**src/rtl/segment_cfg_bank.sv**
```systemverilog
// segment_cfg_bank: double-buffered per-segment config bank; CPU writes shadow, a CTL set bit commits shadow->active
// and raises UPDATE until the consumer acks. Optional shadow readback is built when SEGMENT_CFG_READBACK_EN is defined.
module segment_cfg_bank #(
  parameter int          NUM_SEGMENTS     = 2,
  parameter logic [7:0]  BASE_ADDR        = 8'h20,
  parameter logic [7:0]  CTL_ADDR         = 8'h00,
  parameter int          SET_BIT          = 0,
  parameter logic [31:0] DEFAULT_FREQ_DIV = 32'd10,
  localparam int         SEG_W            = $clog2(NUM_SEGMENTS)
) (
  input  logic                      clk_i,
  input  logic                      rst_i,
  input  logic                      cpu_we_i,
  input  logic [7:0]                cpu_addr_i,
  input  logic [15:0]               cpu_din_i,
  input  logic [7:0]                cpu_rd_addr_i,
  output logic [15:0]               cpu_dout_o,
  output logic [SEG_W-1:0]          req_seg_o,
  output logic [NUM_SEGMENTS*16-1:0] cycle_o,
  output logic [NUM_SEGMENTS*32-1:0] freq_div_o,
  output logic [NUM_SEGMENTS*16-1:0] rep_o,
  output logic [SEG_W-1:0]          wr_seg_o,
  output logic                      update_o,
  input  logic                      update_ack_i,
  output logic                      busy_o,
  output logic                      err_o
);

  localparam int MAP_WORDS = 2 + 4 * NUM_SEGMENTS;
  localparam logic [SEG_W-1:0] LAST_IDX = SEG_W'(NUM_SEGMENTS - 1);

  if ((NUM_SEGMENTS < 2) || (32'(BASE_ADDR) + 32'(MAP_WORDS) > 32'd256)) begin : g_bad_params
    $error("segment_cfg_bank: NUM_SEGMENTS < 2 or register map exceeds 8-bit address space");
  end

  typedef enum logic [1:0] {
    ST_IDLE   = 2'd0,
    ST_CHECK  = 2'd1,
    ST_COMMIT = 2'd2,
    ST_NOTIFY = 2'd3
  } state_t;

  state_t            state_q, state_d;
  logic [SEG_W-1:0]  idx_q, idx_d;
  logic              pending_q, pending_d;
  logic              err_q, err_d;
  logic              update_q, update_d;
  logic              busy_q, busy_d;

  logic [7:0]  wr_seg_sh_q;
  logic [7:0]  req_rd_sh_q;
  logic [15:0] cyc_sh_q    [NUM_SEGMENTS];
  logic [15:0] div_lo_sh_q [NUM_SEGMENTS];
  logic [15:0] div_hi_sh_q [NUM_SEGMENTS];
  logic [15:0] rep_sh_q    [NUM_SEGMENTS];

  logic [15:0]      cyc_act_q [NUM_SEGMENTS];
  logic [31:0]      div_act_q [NUM_SEGMENTS];
  logic [15:0]      rep_act_q [NUM_SEGMENTS];
  logic [SEG_W-1:0] req_seg_q;

  logic [8:0] off_s;
  logic [8:0] rel_s;
  logic [6:0] seg_sel_s;
  logic [1:0] fld_s;
  logic       in_map_s;
  logic       set_s;

  // Addresses below BASE_ADDR wrap to >= 256 in 9 bits, so one compare covers both ends of the map.
  assign off_s     = {1'b0, cpu_addr_i} - {1'b0, BASE_ADDR};
  assign rel_s     = off_s - 9'd2;
  assign seg_sel_s = rel_s[8:2];
  assign fld_s     = rel_s[1:0];
  assign in_map_s  = (off_s < 9'(MAP_WORDS));
  assign set_s     = cpu_we_i && (cpu_addr_i == CTL_ADDR) && cpu_din_i[SET_BIT];

  // Shadow register writes from the CPU port
  always_ff @(posedge clk_i or posedge rst_i) begin
    if (rst_i) begin
      wr_seg_sh_q <= 8'h00;
      req_rd_sh_q <= 8'h00;
      for (int s = 0; s < NUM_SEGMENTS; s++) begin
        cyc_sh_q[s]    <= 16'h0000;
        div_lo_sh_q[s] <= DEFAULT_FREQ_DIV[15:0];
        div_hi_sh_q[s] <= DEFAULT_FREQ_DIV[31:16];
        rep_sh_q[s]    <= 16'h0000;
      end
    end else if (cpu_we_i && in_map_s) begin
      if (off_s == 9'd0) begin
        wr_seg_sh_q <= cpu_din_i[7:0];
      end else if (off_s == 9'd1) begin
        req_rd_sh_q <= cpu_din_i[7:0];
      end else begin
        for (int s = 0; s < NUM_SEGMENTS; s++) begin
          if (seg_sel_s == 7'(s)) begin
            case (fld_s)
              2'd0:    cyc_sh_q[s]    <= cpu_din_i;
              2'd1:    div_lo_sh_q[s] <= cpu_din_i;
              2'd2:    div_hi_sh_q[s] <= cpu_din_i;
              default: rep_sh_q[s]    <= cpu_din_i;
            endcase
          end
        end
      end
    end
  end

  // Active set: one segment copied per COMMIT cycle; a same-cycle shadow write is seen by the next commit only
  always_ff @(posedge clk_i or posedge rst_i) begin
    if (rst_i) begin
      req_seg_q <= {SEG_W{1'b0}};
      for (int s = 0; s < NUM_SEGMENTS; s++) begin
        cyc_act_q[s] <= 16'h0000;
        div_act_q[s] <= DEFAULT_FREQ_DIV;
        rep_act_q[s] <= 16'h0000;
      end
    end else if (state_q == ST_COMMIT) begin
      for (int s = 0; s < NUM_SEGMENTS; s++) begin
        if (idx_q == SEG_W'(s)) begin
          cyc_act_q[s] <= cyc_sh_q[s];
          div_act_q[s] <= {div_hi_sh_q[s], div_lo_sh_q[s]};
          rep_act_q[s] <= rep_sh_q[s];
        end
      end
      if (idx_q == LAST_IDX) begin
        req_seg_q <= req_rd_sh_q[SEG_W-1:0];
      end
    end
  end

  // Commit sequencer next-state; sets arriving while busy collapse into one pending request
  always_comb begin
    state_d   = state_q;
    idx_d     = idx_q;
    err_d     = err_q;
    pending_d = pending_q | (set_s & (state_q != ST_IDLE));
    case (state_q)
      ST_IDLE: begin
        if (set_s || pending_q) begin
          state_d   = ST_CHECK;
          pending_d = 1'b0;
        end else begin
          state_d = ST_IDLE;
        end
      end
      ST_CHECK: begin
        if (req_rd_sh_q >= 8'(NUM_SEGMENTS)) begin
          err_d   = 1'b1;
          state_d = ST_IDLE;
        end else begin
          err_d   = 1'b0;
          state_d = ST_COMMIT;
          idx_d   = {SEG_W{1'b0}};
        end
      end
      ST_COMMIT: begin
        if (idx_q == LAST_IDX) begin
          state_d = ST_NOTIFY;
          idx_d   = {SEG_W{1'b0}};
        end else begin
          idx_d = idx_q + SEG_W'(1);
        end
      end
      ST_NOTIFY: begin
        if (update_ack_i) begin
          state_d = ST_IDLE;
        end else begin
          state_d = ST_NOTIFY;
        end
      end
      default: state_d = ST_IDLE;
    endcase
    update_d = (state_d == ST_NOTIFY);
    busy_d   = (state_d != ST_IDLE);
  end

  // Sequencer state and registered handshake/status flags
  always_ff @(posedge clk_i or posedge rst_i) begin
    if (rst_i) begin
      state_q   <= ST_IDLE;
      idx_q     <= {SEG_W{1'b0}};
      pending_q <= 1'b0;
      err_q     <= 1'b0;
      update_q  <= 1'b0;
      busy_q    <= 1'b0;
    end else begin
      state_q   <= state_d;
      idx_q     <= idx_d;
      pending_q <= pending_d;
      err_q     <= err_d;
      update_q  <= update_d;
      busy_q    <= busy_d;
    end
  end

  for (genvar g = 0; g < NUM_SEGMENTS; g++) begin : g_pack
    assign cycle_o[16*g +: 16]    = cyc_act_q[g];
    assign freq_div_o[32*g +: 32] = div_act_q[g];
    assign rep_o[16*g +: 16]      = rep_act_q[g];
  end

  assign req_seg_o = req_seg_q;
  assign wr_seg_o  = wr_seg_sh_q[SEG_W-1:0];
  assign update_o  = update_q;
  assign busy_o    = busy_q;
  assign err_o     = err_q;

`ifdef SEGMENT_CFG_READBACK_EN
  logic [8:0]  rd_off_s;
  logic [8:0]  rd_rel_s;
  logic [15:0] rd_data_s;
  logic [15:0] dout_q;
  logic        unused_s;

  assign rd_off_s = {1'b0, cpu_rd_addr_i} - {1'b0, BASE_ADDR};
  assign rd_rel_s = rd_off_s - 9'd2;
  assign unused_s = ^wr_seg_sh_q;

  // Shadow readback mux
  always_comb begin
    rd_data_s = 16'h0000;
    if (rd_off_s == 9'd0) begin
      rd_data_s = {8'h00, wr_seg_sh_q};
    end else if (rd_off_s == 9'd1) begin
      rd_data_s = {8'h00, req_rd_sh_q};
    end else if (rd_off_s < 9'(MAP_WORDS)) begin
      for (int s = 0; s < NUM_SEGMENTS; s++) begin
        if (rd_rel_s[8:2] == 7'(s)) begin
          case (rd_rel_s[1:0])
            2'd0:    rd_data_s = cyc_sh_q[s];
            2'd1:    rd_data_s = div_lo_sh_q[s];
            2'd2:    rd_data_s = div_hi_sh_q[s];
            default: rd_data_s = rep_sh_q[s];
          endcase
        end else begin
          rd_data_s = rd_data_s;
        end
      end
    end else begin
      rd_data_s = 16'h0000;
    end
  end

  // One-cycle registered readback
  always_ff @(posedge clk_i or posedge rst_i) begin
    if (rst_i) begin
      dout_q <= 16'h0000;
    end else begin
      dout_q <= rd_data_s;
    end
  end

  assign cpu_dout_o = dout_q;
`else
  logic unused_s;
  assign unused_s   = ^{cpu_rd_addr_i, wr_seg_sh_q};
  assign cpu_dout_o = 16'h0000;
`endif

endmodule

```
**config.mk**
```make
export PLATFORM = sky130hd
export DESIGN_NAME = segment_cfg_bank
export DESIGN_NICKNAME = d
export VERILOG_FILES = /design/src/rtl/segment_cfg_bank.sv
export SDC_FILE = /design/constraint.sdc
export NUM_CORES = 1
export LEC_CHECK = 0
export CAP_MARGIN = 10
export CORE_MARGIN = 10
export CORE_UTILIZATION = 50
export CTS_CLUSTER_SIZE = 10
export DETAILED_ROUTE_END_ITERATION = 7
export PLACE_DENSITY = 0.86
export SLEW_MARGIN = 20
export SYNTH_ARGS = -nofsm -noshare
export SYNTH_HDL_FRONTEND = slang
export SYNTH_SLANG_ARGS = --single-unit
```
**constraint.sdc**
```tcl
create_clock -name clk_i -period 17.2 [get_ports clk_i]
set_input_delay 3.44 -clock clk_i [delete_from_list [all_inputs] [get_ports clk_i]]
set_output_delay 3.44 -clock clk_i [all_outputs]
set_load 0.02 [all_outputs]
```
==> flow_metrics.env <==
export IMPL_number_of_rows_in_the_core_area=53
export IMPL_drt_initial_drc_count=305
export IMPL_drt_pre_antenna_iters=4
export IMPL_cts_root_to_sink_buffers=3
export IMPL_final_clock_period_utilization_by_the_worst_path=0.385
export IMPL_timing_worst_setup_path_type="input pin to register"
export IMPL_slew_violations=0
export IMPL_clock_sinks=273
export IMPL_dr_total_vias=5833
export IMPL_worstSkewPairLatency_ns=0.54
export IMPL_cp_data_required_time_ns=17.62
export IMPL_ctsHtreeMaxLevel=1
export IMPL_worst_slew_pin_slew_ns=1.01
export IMPL_cp_arrival_ns=7.04
export IMPL_final_period_minus_worst_setup_slack_ns=6.62
export IMPL_floorplan_die_area_um2=27800
export IMPL_grt_pass1_wl_um=37500
export IMPL_setup_violations=0
export IMPL_post_synth_main_area_contributors="dfrtp_1 (62%), mux2_2 (24%), mux2_4 (2.8%), dfstp_2 (1.9%), buf_4 (1.3%)"
export IMPL_critPathMaxFanout=16
export IMPL_fmax_mhz=151
export IMPL_postRouteAntennaNets=0
export IMPL_timing_setup_tns_ns=0
export IMPL_netlist_top_cells_count="dfrtp_1 (265), mux2_2 (234), mux2_4 (20), buf_4 (18), clkbuf_1 (15)"
export IMPL_mapped_area_um2=10800
export IMPL_hold_viol_final=0
export IMPL_cts_buffers=31
export IMPL_ioPinCount=185
export IMPL_drt_wl_total_um=23700
export IMPL_root_buffer="clkbuf_16"
export IMPL_max_slew_margin=0.325
export IMPL_yosysMostFrequentCell="dfrtp_1"
export IMPL_outcome="completed"
export IMPL_clk_pin_slew_worst_paths_ns=0.05
export IMPL_floorplan_initialDensity=0.511
export IMPL_die_x_extent_um=167
export IMPL_postCtsResizedCells=0
export IMPL_place_hpwl_um=15800
export IMPL_main_flop_type_after_synthesis="dfrtp_1"
export IMPL_leakage_power_summed_over_all_cells_nw=6.61
export IMPL_placed_area_um2=12600
export IMPL_grtUsageTotal=0.166
export IMPL_insertedDiodeCount=0
export IMPL_grt_overflow_total=0
export IMPL_ys_seq_area_frac=0.635
export IMPL_preCtsSetupSlack_ns=10.01
export IMPL_yosysTopAreaCellShare=0.615
export IMPL_post_cts_setup_buffer_count=0
export IMPL_final_cell_area_um2=13500
export IMPL_antenna_found_initial=1
export IMPL_fillerInstances=1522
export IMPL_vias_in_the_first_global_route=6336
export IMPL_floorplan_core_area_um2=21100
export IMPL_hp_class="register to register"
export IMPL_synth_edf_count=0
export IMPL_synth_warning_count=0
export IMPL_area_growth_synth_to_final_pct=24.8
export IMPL_clock_tree_from_tritoncts="built"
export IMPL_max_cap_viol_count=0
export IMPL_port_buffers=160
export IMPL_netlist_top_cell_by_area="dfrtp_1"
export IMPL_utilization=0.638
export IMPL_grt_setup_unrepaired="false"
export IMPL_worst_ir_drop_vdd_v=0.0000844
export IMPL_power_density_cell_area_nw_per_um2=107
export IMPL_grt_start_max_net_pins=132
export IMPL_start_kind="input pin"
export IMPL_finalWeightedCongestion=0.753
export IMPL_hold_slack_ns=0.483
export IMPL_layout_setup_ws_ns=10.58
export IMPL_cts_hold_buffers_added=0
export IMPL_ys_seq_elements=273
export IMPL_routedWlPerCell_um=21.1
export IMPL_finalNetCount=862
export IMPL_timing_clock_skew_ns=0.0141
export IMPL_ys_async_sr_fraction=1.00
export IMPL_die_height_um=167
export IMPL_route_detailed_vias_per_inst=5.20
export IMPL_end_kind="register"
export IMPL_post_synth_cell_area_avg_um2=16.5
export IMPL_layout_cells_sized_above_1=0.375
export IMPL_synthDistinctLibCells=43
export IMPL_synth_cells=652
export IMPL_drcViolationCount=0
## flip-flops by register name, summed over array words and instances (netlist names), 2 cells and up
register and count:
rep_sh_q 32, state_q 2, cycle_o 32, freq_div_o 64, cyc_sh_q 32, div_hi_sh_q 32
rep_o 32, req_rd_sh_q 8, div_lo_sh_q 32
## path summary, 6_finish.rpt
kind                                          endpoint  slack, ns  cells after the start                        from
max in group asynchronous   freq_div_o[36]$_DFFE_PP0P_      11.46                      4                       rst_i
min in group asynchronous   freq_div_o[28]$_DFFE_PP0P_       3.42                      2                       rst_i
hold / removal              div_hi_sh_q[3]$_DFFE_PP0P_       0.48                      1  div_hi_sh_q[3]$_DFFE_PP0P_
setup / recovery           div_hi_sh_q[15]$_DFFE_PP0P_      10.58                      7               cpu_addr_i[1]
hold reg to reg             div_hi_sh_q[3]$_DFFE_PP0P_       0.48                      1  div_hi_sh_q[3]$_DFFE_PP0P_
setup reg to reg                  rep_o[4]$_DFFE_PP0P_      14.77                      4        state_q[1]$_DFF_PP0_
## critical path, stage by stage
cell	delay, ns
clkdlybuf4s50_1	0.69
inv_1	0.21
ha_1	0.29
o41ai_1	0.63
o2111a_2	0.47
and4b_1	0.88
mux2_2	0.41
## stage by stage
stage,power [W],cells
global route,0.00150,1122
detailed placement,0.000882,1064
global placement,0.000880,1064
floorplan,0.000817,667
finish,0.00144,1122
CTS,0.00146,1122
## cell families (layout without fill, tap and decap cells)
logic type                 after synthesis  after routing  synth area share
AOI/OAI and AO/OA                       12             12           0.00975
xor gates and xnor gates                 2              2           0.00337
adders and majority gates                4              4           0.00464
buffers and inverters                   50            230            0.0277
DFF                                    273            273             0.635
muxes                                  266            266             0.285
other                                    1             16          0.000348
and+or+nand+nor                         44             44            0.0348
## layer usage
metal,track usage,share of wire,vias up
met3,0.0459,0.060,19
met5,0,0,-
li1,-,-,2645
met2,0.279,0.49,120
met1,0.210,0.43,3049
met4,0.0355,0.011,0
## power breakdown
| part | leakage [nW] | switching (W) | internal (W) |
|---|---|---|---|
| clock | 0.416 | 0.000236 | 0.000337 |
| combinational | 2.42 | 0.000115 | 0.0000818 |
| sequential | 3.77 | 0.0000116 | 0.000658 |
## cells in the final DEF, fill, tap and decap left out, drive strengths merged, types with 2 or more instances in the layout
| cell | instances |
|---|---|
| and4b | 2 |
| buf | 6 |
| clkbuf | 56 |
| clkdlybuf4s50 | 160 |
| conb | 16 |
| dfrtp | 265 |
| dfstp | 8 |
| ha | 4 |
| inv | 7 |
| mux2 | 266 |
| nand2 | 8 |
| nand4 | 5 |
| nor2 | 7 |
| nor2b | 5 |
| nor3 | 3 |
| nor4 | 5 |
| nor4b | 2 |
| o21a | 2 |
| o21ai | 3 |
## layout make-up
class	count	area (µm²)	share of cell area
Multi-Input combinational cell	344	3710	0.276
Inverter	6	30.0	0.00223
Clock buffer	56	870	0.0646
Tap cell	275	344	0.0256
Clock inverter	2	16.3	0.00121
Sequential cell	273	6840	0.508
Timing Repair Buffer	166	1650	0.122
Power figures use the tool's default switching activity.
